## src/rtl/bcd_pkg.sv

```systemverilog
// rtl/bcd_pkg.sv - shared constants, state type and digit helpers for the BCD serial adder
package bcd_pkg;

    localparam int         DIGIT_W   = 4;
    localparam logic [3:0] MAX_DIGIT = 4'd9;
    localparam logic [3:0] CORR      = 4'd6;

    typedef enum logic [1:0] {
        IDLE = 2'd0,
        ADD  = 2'd1,
        DONE = 2'd2
    } state_t;

    // Wraps modulo 16, so an invalid digit (10..15) maps to another invalid digit.
    function automatic logic [3:0] nines_comp(input logic [3:0] d);
        return MAX_DIGIT - d;
    endfunction

endpackage

```

## src/rtl/bcd_digit_stage.sv

```systemverilog
// rtl/bcd_digit_stage.sv - combinational single-digit BCD adder with decimal correction
module bcd_digit_stage
    import bcd_pkg::*;
(
    input  logic [3:0] a_d,
    input  logic [3:0] b_d,
    input  logic       ci,
    output logic [3:0] s,
    output logic       co,
    output logic       bad
);

    logic [4:0] w_raw;

    assign w_raw = {1'b0, a_d} + {1'b0, b_d} + {4'b0000, ci};
    assign co    = (w_raw > {1'b0, MAX_DIGIT});
    assign s     = co ? (w_raw[3:0] + CORR) : w_raw[3:0];
    assign bad   = (a_d > MAX_DIGIT) | (b_d > MAX_DIGIT);

endmodule

```

## src/rtl/bcd_serial_add_ctrl.sv

```systemverilog
// rtl/bcd_serial_add_ctrl.sv - digit-serial multi-digit BCD add controller (BCD_SUB_EN adds nines'-complement subtract)
module bcd_serial_add_ctrl
    import bcd_pkg::*;
#(
    parameter int NDIGITS = 4
) (
    input  logic                   clk,
    input  logic                   reset,
    input  logic                   start,
    input  logic [4*NDIGITS-1:0]   a,
    input  logic [4*NDIGITS-1:0]   b,
    input  logic                   cin,
`ifdef BCD_SUB_EN
    input  logic                   sub,
`endif
    output logic                   busy,
    output logic                   done,
    output logic [4*NDIGITS-1:0]   sum,
    output logic                   cout,
    output logic                   error
);

    localparam int                 W        = DIGIT_W * NDIGITS;
    localparam int                 IDX_W    = (NDIGITS > 1) ? $clog2(NDIGITS) : 1;
    localparam logic [IDX_W-1:0]   LAST_IDX = IDX_W'(NDIGITS - 1);

    state_t             r_state;
    state_t             w_next;
    logic [W-1:0]       r_a;
    logic [W-1:0]       r_b;
    logic [IDX_W-1:0]   r_idx;
    logic               r_carry;
    logic [W-1:0]       r_sum;
    logic               r_cout;
    logic               r_error;
    logic               w_busy;
    logic               w_done;
    logic [3:0]         w_a_d;
    logic [3:0]         w_b_raw;
    logic [3:0]         w_b_d;
    logic [3:0]         w_s;
    logic               w_co;
    logic               w_bad;
    logic               w_init_carry;

    assign w_a_d   = r_a[r_idx*DIGIT_W +: DIGIT_W];
    assign w_b_raw = r_b[r_idx*DIGIT_W +: DIGIT_W];

`ifdef BCD_SUB_EN
    logic r_sub;

    always_ff @(posedge clk) begin
        if (reset) begin
            r_sub <= 1'b0;
        end else if (r_state == IDLE && start) begin
            r_sub <= sub;
        end
    end

    assign w_b_d        = r_sub ? nines_comp(w_b_raw) : w_b_raw;
    assign w_init_carry = sub | cin;
`else
    assign w_b_d        = w_b_raw;
    assign w_init_carry = cin;
`endif

    // Nines' complement keeps digits >9 out of range, so the stage's check on w_b_d matches the raw b digit.
    bcd_digit_stage u_stage (
        .a_d (w_a_d),
        .b_d (w_b_d),
        .ci  (r_carry),
        .s   (w_s),
        .co  (w_co),
        .bad (w_bad)
    );

    always_ff @(posedge clk) begin
        if (reset) begin
            r_state <= IDLE;
        end else begin
            r_state <= w_next;
        end
    end

    always_comb begin
        w_next = r_state;
        w_busy = 1'b0;
        w_done = 1'b0;
        case (r_state)
            IDLE: if (start) w_next = ADD;
            ADD: begin
                w_busy = 1'b1;
                if (r_idx == LAST_IDX) w_next = DONE;
            end
            DONE: begin
                w_done = 1'b1;
                w_next = IDLE;
            end
            default: w_next = IDLE;
        endcase
    end

    always_ff @(posedge clk) begin
        if (reset) begin
            r_a     <= '0;
            r_b     <= '0;
            r_idx   <= '0;
            r_carry <= 1'b0;
            r_sum   <= '0;
            r_cout  <= 1'b0;
            r_error <= 1'b0;
        end else begin
            case (r_state)
                IDLE: begin
                    if (start) begin
                        r_a     <= a;
                        r_b     <= b;
                        r_idx   <= '0;
                        r_carry <= w_init_carry;
                        r_sum   <= '0;
                        r_cout  <= 1'b0;
                        r_error <= 1'b0;
                    end
                end
                ADD: begin
                    r_sum[r_idx*DIGIT_W +: DIGIT_W] <= w_s;
                    r_carry <= w_co;
                    r_error <= r_error | w_bad;
                    if (r_idx == LAST_IDX) begin
                        r_cout <= w_co;
                    end else begin
                        r_idx <= r_idx + 1'b1;
                    end
                end
                default: ;
            endcase
        end
    end

    assign busy  = w_busy;
    assign done  = w_done;
    assign sum   = r_sum;
    assign cout  = r_cout;
    assign error = r_error;

endmodule

```

## config.mk

```make
export PLATFORM = sky130hd
export DESIGN_NAME = bcd_serial_add_ctrl
export DESIGN_NICKNAME = d
export VERILOG_FILES = /design/src/rtl/bcd_pkg.sv /design/src/rtl/bcd_digit_stage.sv /design/src/rtl/bcd_serial_add_ctrl.sv
export SDC_FILE = /design/constraint.sdc
export NUM_CORES = 1
export LEC_CHECK = 0
export ABC_CLOCK_PERIOD_IN_PS = 6450
export CAP_MARGIN = 40
export CORE_MARGIN = 5
export CORE_UTILIZATION = 55
export DETAILED_ROUTE_END_ITERATION = 10
export GPL_TIMING_DRIVEN = 0
export PLACE_DENSITY = 0.85
export SYNTH_ARGS = -nofsm -noshare
export SYNTH_HDL_FRONTEND = slang
export SYNTH_SLANG_ARGS = --single-unit
export TNS_END_PERCENT = 10
```

## constraint.sdc

```tcl
create_clock -name clk -period 6.45 [get_ports clk]
set_input_delay 0.645 -clock clk [delete_from_list [all_inputs] [get_ports clk]]
set_output_delay 0.645 -clock clk [all_outputs]
set_load 0.01 [all_outputs]
```

==> results.sh <==
export IMPL_routed_via_count=2507
export IMPL_post_cts_buffers=0
export IMPL_synthToLayoutAreaGrowth_pct=28.43
export IMPL_fmax_ghz=0.2312
export IMPL_start_util_pct=56.37
export IMPL_cts_max_path_buffers=2
export IMPL_die_y_um=79.58
export IMPL_layout_cells_most_common="sky130_fd_sc_hd__nand2_1"
export IMPL_syn_mean_instance_area_um2=8.426
export IMPL_number_of_distinct_library_cell_variants_in_the_gate_level_netlist_after_synthesis=45
export IMPL_tritoncts="done"
export IMPL_dr_pass1_iterations=4
export IMPL_cell_with_the_largest_stage_delay_on_the_worst_path="sky130_fd_sc_hd__mux4_2"
export IMPL_cell_internal_pwr_mw=0.5844
export IMPL_mappedNetlistNets=362
export IMPL_critPathMaxStageDelay_ns=0.54
export IMPL_layout_cell_area_non_filler_um2=3420
export IMPL_power_clock_fraction_pct=33.5
export IMPL_hold_violations=0
export IMPL_worst_path_most_repeated_cell="sky130_fd_sc_hd__buf_2"
export IMPL_combinationalPowerShare_pct=21.3
export IMPL_number_of_top_level_pins=56
export IMPL_place_congestion=0.9309
export IMPL_rsz0062_at_grt="no"
export IMPL_power_density_cell_area_nw_per_um2=234.9
export IMPL_cts_sink_count=55
export IMPL_mostFrequentLayoutCells="sky130_fd_sc_hd__nand2_1 (82), sky130_fd_sc_hd__dfxtp_1 (55), sky130_fd_sc_hd__clkdlybuf4s50_1 (54)"
export IMPL_layout_filler_cells=383
export IMPL_clock_root_buffer="sky130_fd_sc_hd__clkbuf_8"
export IMPL_syn_cell_area_um2=2663
export IMPL_detail_placement_hpwl_um=5178
export IMPL_grt_antenna_before_repair=0
export IMPL_setup_worst_path_end_class="flop"
export IMPL_slew_limit_headroom_pct=61.00
export IMPL_synth_async_sr_flop_share_pct=0
export IMPL_worstSetupStartpointType="flop"
export IMPL_pre_cts_ws_ns=2.223
export IMPL_rows=25
export IMPL_final_period_minus_worst_setup_slack_ns=4.326
export IMPL_grt_pass1_vias=2449
export IMPL_outcome="completed"
export IMPL_layout_drive_gt1_share_pct=7.672
export IMPL_placeableCoreArea_um2=4723
export IMPL_fp_dieW_um=79.58
export IMPL_wirelength_um=6905
export IMPL_i_o_buffers=54
export IMPL_synth_yosys_seq_area_share_pct=41.35
export IMPL_synth_warnings=0
export IMPL_grt_ovfl_total=0
export IMPL_power_leakage_nw=1.251
export IMPL_synth_edff_count=0
export IMPL_fin_worst_skew_ns=0.007991
export IMPL_fp_dieArea_um2=6332
export IMPL_number_of_cells_after_detailed_placement=437
export IMPL_drv_cap=0
export IMPL_worst_skew_pair_late_latency_ns=0.31
export IMPL_initialDrtViolationCount=202
export IMPL_power_share_sequential_pct=45.3
export IMPL_design_final_nets=423
export IMPL_number_of_cells_produced_by_synthesis=316
export IMPL_cts_buffers=5
export IMPL_report_final_slew_viol_count=0
export IMPL_cpLargestDelayFamily="adder cells"
export IMPL_final_cells=445
export IMPL_flip_flop_and_latch_count_after_synthesis=55
export IMPL_detail_route_wl_per_cell_um=15.52
export IMPL_largest_net_degree_at_the_start_of_global_routing=17
export IMPL_path_cells="buf_2, buf_2, mux4_2, fa_1, fa_1, buf_2, inv_1, ha_1, nor2b_1, a31o_2, o31ai_2, mux2_4, o31ai_1"
export IMPL_drc=0
export IMPL_grt_first_pass_wirelength_um=11230
export IMPL_cts_repair_resized=0
export IMPL_clock_tree_htree_level_count=2
export IMPL_hold_path_class="reg -> reg"
export IMPL_critPathArrivalTime_ns=4.56
export IMPL_route_detailed_vias_per_inst=5.634
export IMPL_ctsHoldBuffers=0
export IMPL_peakVddDrop_uv=171.4
export IMPL_worst_slew_pin_transition_ns=0.5851
export IMPL_synth_main_ff_cell="sky130_fd_sc_hd__dfxtp_1"
export IMPL_post_dp_cell_area_um2=3287
export IMPL_global_route_usage_total_pct=22.71
export IMPL_post_route_worst_setup_slack_ns=2.124
export IMPL_p_switching_mw=0.2188
export IMPL_required_ns=6.68
export IMPL_ant_nets=0
export IMPL_setup_worst_path_class="reg -> reg"
export IMPL_netSwitchingFraction_pct=27.24
export IMPL_hold_worst_slack_ns=0.4580
export IMPL_worst_path_buf_inv=4
export IMPL_crit_fanout=10
export IMPL_finalSetupViolCount=0
export IMPL_final_period_util_pct=67.06
export IMPL_diodes=0
export IMPL_clk_pin_slew_ns=0.09
export IMPL_setup_tns_final_ns=0
kinds of logic after synthesis:
family | synth area share, %
xor+xnor | 0.3290
buf+inv | 4.746
fa+ha+maj | 5.263
simple gates | 22.13
flops | 41.35
mux | 7.707
compound gates | 18.47
power by group through the flow:
stage | Clock, mW | Combinational (mW) | Sequential, mW
after floorplan | 0 | 0.111 | 0.370
after global placement | 0 | 0.163 | 0.370
after detailed placement | 0 | 0.167 | 0.371
after CTS | 0.271 | 0.169 | 0.363
after global routing | 0.284 | 0.188 | 0.365
final | 0.269 | 0.171 | 0.364
path summary, 6_finish.rpt:
check,startpoint,endpoint,slack [ns],cells past startpoint
max reg2reg,r_idx[0],sum[10],2.12,13
min,sum[3],sum[3],0.46,2
max,r_idx[0],sum[10],2.12,13
min reg2reg,sum[3],sum[3],0.46,2
cell usage after synthesis (2+ instances only):
master / instances / area, um^2
sky130_fd_sc_hd__a21oi_1: 50 / 250.2
sky130_fd_sc_hd__a221oi_1: 2 / 17.52
sky130_fd_sc_hd__a22oi_1: 2 / 15.01
sky130_fd_sc_hd__a311oi_1: 2 / 17.52
sky130_fd_sc_hd__a32oi_1: 2 / 17.52
sky130_fd_sc_hd__and3_1: 3 / 18.77
sky130_fd_sc_hd__buf_2: 5 / 25.02
sky130_fd_sc_hd__clkbuf_1: 16 / 60.06
sky130_fd_sc_hd__dfxtp_1: 55 / 1101
sky130_fd_sc_hd__fa_1: 2 / 40.04
sky130_fd_sc_hd__ha_1: 8 / 100.1
sky130_fd_sc_hd__inv_1: 6 / 22.52
sky130_fd_sc_hd__mux4_2: 8 / 180.2
sky130_fd_sc_hd__nand2_1: 82 / 307.8
sky130_fd_sc_hd__nand2b_1: 6 / 37.54
sky130_fd_sc_hd__nand3_1: 4 / 20.02
sky130_fd_sc_hd__nand3b_1: 2 / 15.01
sky130_fd_sc_hd__nor2_1: 16 / 60.06
sky130_fd_sc_hd__nor2b_1: 5 / 31.28
sky130_fd_sc_hd__nor3_1: 5 / 25.02
sky130_fd_sc_hd__o2111ai_1: 2 / 17.52
sky130_fd_sc_hd__o21ai_0: 2 / 10.01
sky130_fd_sc_hd__o31ai_1: 8 / 60.06
sky130_fd_sc_hd__o41a_1: 2 / 22.52
flip-flops by register name (all words and copies together), names as in the netlist:
name,count
r_carry,1
r_state,2
error,1
r_a,16
r_b,16
r_idx,2
cout,1
sum,16
metrics by stage:
stage / power [mW] / util [%]
after floorplan: 0.4802 / -
after global placement: 0.5330 / 69.59
after detailed placement: 0.5382 / 69.59
after CTS: 0.8034 / 72.40
after global routing: 0.8372 / 72.40
final: 0.8032 / 72.40
area by class of cell:
class | instances | area (um^2) | area share (%)
clock buffer | 6 | 72.57 | 2.122
buffer | 23 | 103.9 | 3.037
inverter | 6 | 22.52 | 0.6586
clock inverter | 2 | 60.06 | 1.756
multi-input combinational | 232 | 1435 | 41.97
tap | 67 | 83.83 | 2.452
timing repair buffer | 54 | 540.5 | 15.81
sequential | 55 | 1101 | 32.20
worst register-to-register path: cells and delay by family, from the launching register on:
family,cells,cell delay [ns]
fa+ha+maj,3,1.16
simple gates,1,0.15
buf+inv,4,0.84
flops,1,0.37
mux,2,0.93
compound gates,3,0.82
layer usage:
metal	vias up	share of wire (%)	global-route usage, %
met5	-	0	0
met3	18	7.3	4.063
met2	99	50	40.15
met4	0	2.7	9.450
met1	1169	40	26.85
li1	1221	-	-
No activity file was read; power rests on OpenSTA's default activity.
==> RTL edit: new RTL, same settings <==
Re-encode `state_t` (3 states) as one-hot, 3 bits wide.
--- a/src/rtl/bcd_pkg.sv
+++ b/src/rtl/bcd_pkg.sv
@@ -5,10 +5,10 @@
     localparam logic [3:0] MAX_DIGIT = 4'd9;
     localparam logic [3:0] CORR      = 4'd6;
 
-    typedef enum logic [1:0] {
-        IDLE = 2'd0,
-        ADD  = 2'd1,
-        DONE = 2'd2
+    typedef enum logic [2:0] {
+        IDLE = 3'b001,
+        ADD  = 3'b010,
+        DONE = 3'b100
     } state_t;
 
     // Wraps modulo 16, so an invalid digit (10..15) maps to another invalid digit.
Check against the original RTL: same outputs for any inputs over 4 cycles, from zero or initial values and one cycle with reset high; so few cycles prove little.
==> RTL edit against the unedited design <==
- cell area is 3.9% lower
- clock skew is 0.0028 ns lower
- setup slack better by 0.094 ns
- via count down 5.9%
- maximum frequency rose by 2.2%
- hold slack got worse by 0.0063 ns
- power decreased by 9.0%
- cell count is 6.7% lower
- sequential cell count increased by 1
- non-clock buffer count is 5 lower
- area after synthesis is 3.7% lower
- wire length decreased by 7.4%
- clock power shrank 14%
- largest power group unchanged
==> RTL edit: results (changes against the unedited design) <==
Synthesis
  – Top cells by area in the synthesized netlist: sky130_fd_sc_hd__dfxtp_1, sky130_fd_sc_hd__nand2_1, sky130_fd_sc_hd__a21oi_1
  – Count of distinct cell types in the synthesized netlist: 43 (-4.4%)
  – Top cell types by occurrence after synthesis: sky130_fd_sc_hd__nand2_1, sky130_fd_sc_hd__dfxtp_1, sky130_fd_sc_hd__a21oi_1
  – Sequential-to-total area share from yosys stat: 43.7% (+2.4 points)

Setup path
  – Critical path's largest stage delay: 0.57 ns (+0.03 ns)
  – Arrival time at the worst endpoint: 4.43 ns (-0.13 ns)
  – Worst Reg2Reg Path Length in Cells: 12 (-1)
  – R2r endpoint: sum[2]$_SDFFE_PP0P_
  – Flop-to-flop setup slack: 2.22 ns (+0.09 ns)

GRT
  – M2 GR Usage: 38.5% (-1.6 points)
  – Met1 layer usage reported by global route: 25.7% (-1.2 points)
  – Met3 usage in global routing: 5.15% (+1.1 points)
  – Global-route wire length before repair: 10800 µm (-3.8%)
  – Vias in the first global route: 2367 (-3.3%)

Worst hold path
  – Hold path start: sum[7]$_SDFFE_PP0P_
  – Worst Hold Path EP: sum[7]$_SDFFE_PP0P_

STA
  – Worst slew pin tran: 0.615 ns (+0.0304 ns)
  – Skew final: 0.00519 ns (-0.00280 ns)
  – Hold WS: 0.452 ns (-0.00628 ns)

Finish
  – Layout Nets: 408 (-3.5%)
  – Share of cells above drive strength 1: 7.71% (+0.042 points)
  – Layout filler cell count: 354 (-7.6%)

Route
  – Detailed-routed wire length on met3: 418 µm (-17%)
  – Routed via count divided by cell count: 5.68 (+0.86%)
  – Post-route met1 wirelength: 2630 µm (-5.0%)
  – Met2 wire length: 3170 µm (-8.3%)
  – Detailed router's first-iteration violation count: 223 (+10%)

Power
  – Internal Pwr Total: 0.000536 W (-8.3%)
  – Static leakage power: 1.22 nW (-2.8%)
  – Reg power frac: 50.6% (+5.3 points)
  – Power in the clock group: 0.000230 W (-14%)

Placed design
  – DP Wirelength: 4910 µm (-5.3%)

Run status
  – Status: completed

Clock network
  – Skew-Pair Late Insertion Delay: 0.31 ns (about the same)
## RTL edit: cell type report
class                      count  area, µm²  share of cell area [%]
clock buffer                   6       72.6                    2.21
clock inverter                 2       35.0                    1.07
timing repair buffer          55        551                    16.7
tap                           52       65.1                    1.98
sequential                    56       1120                    34.1
buffer                        17       72.6                    2.21
multi-input combinational    223       1360                    41.2
inverter                       4       15.0                   0.457
## RTL edit: worst register-to-register path, stage by stage (launching register included)
cell,delay [ns]
sky130_fd_sc_hd__dfxtp_1,0.37
sky130_fd_sc_hd__buf_2,0.24
sky130_fd_sc_hd__buf_2,0.30
sky130_fd_sc_hd__mux4_2,0.57
sky130_fd_sc_hd__fa_1,0.44
sky130_fd_sc_hd__fa_1,0.48
sky130_fd_sc_hd__xnor2_1,0.29
sky130_fd_sc_hd__ha_1,0.22
sky130_fd_sc_hd__nor2b_1,0.25
sky130_fd_sc_hd__and4b_1,0.25
sky130_fd_sc_hd__nor2_1,0.16
sky130_fd_sc_hd__mux2i_1,0.39
sky130_fd_sc_hd__o21ai_0,0.15
## RTL edit: cell families after synthesis
kind of cell	after synthesis	synth area share, %
AO/OA/AOI/OAI	74	17.0
XOR/XNOR	2	0.683
adder cells (fa/ha/maj)	10	5.47
buffers and inverters	21	3.42
flip-flops	56	43.7
multiplexers	10	7.81
AND/OR/NAND/NOR	127	21.9
## RTL edit: stage by stage
step / util (%) / power [W] / setup WS [ns] / instance area, µm² / cells
floorplan: - / 0.000458 / 2.77 / 2560 / 300
global placement: 71.5 / 0.000502 / 2.34 / 3180 / 407
detailed placement: 71.5 / 0.000508 / 2.26 / 3180 / 407
CTS: 74.0 / 0.000734 / 2.23 / 3290 / 415
global route: 74.0 / 0.000765 / 1.95 / 3290 / 415
finish: 74.0 / 0.000731 / 2.22 / 3290 / 415
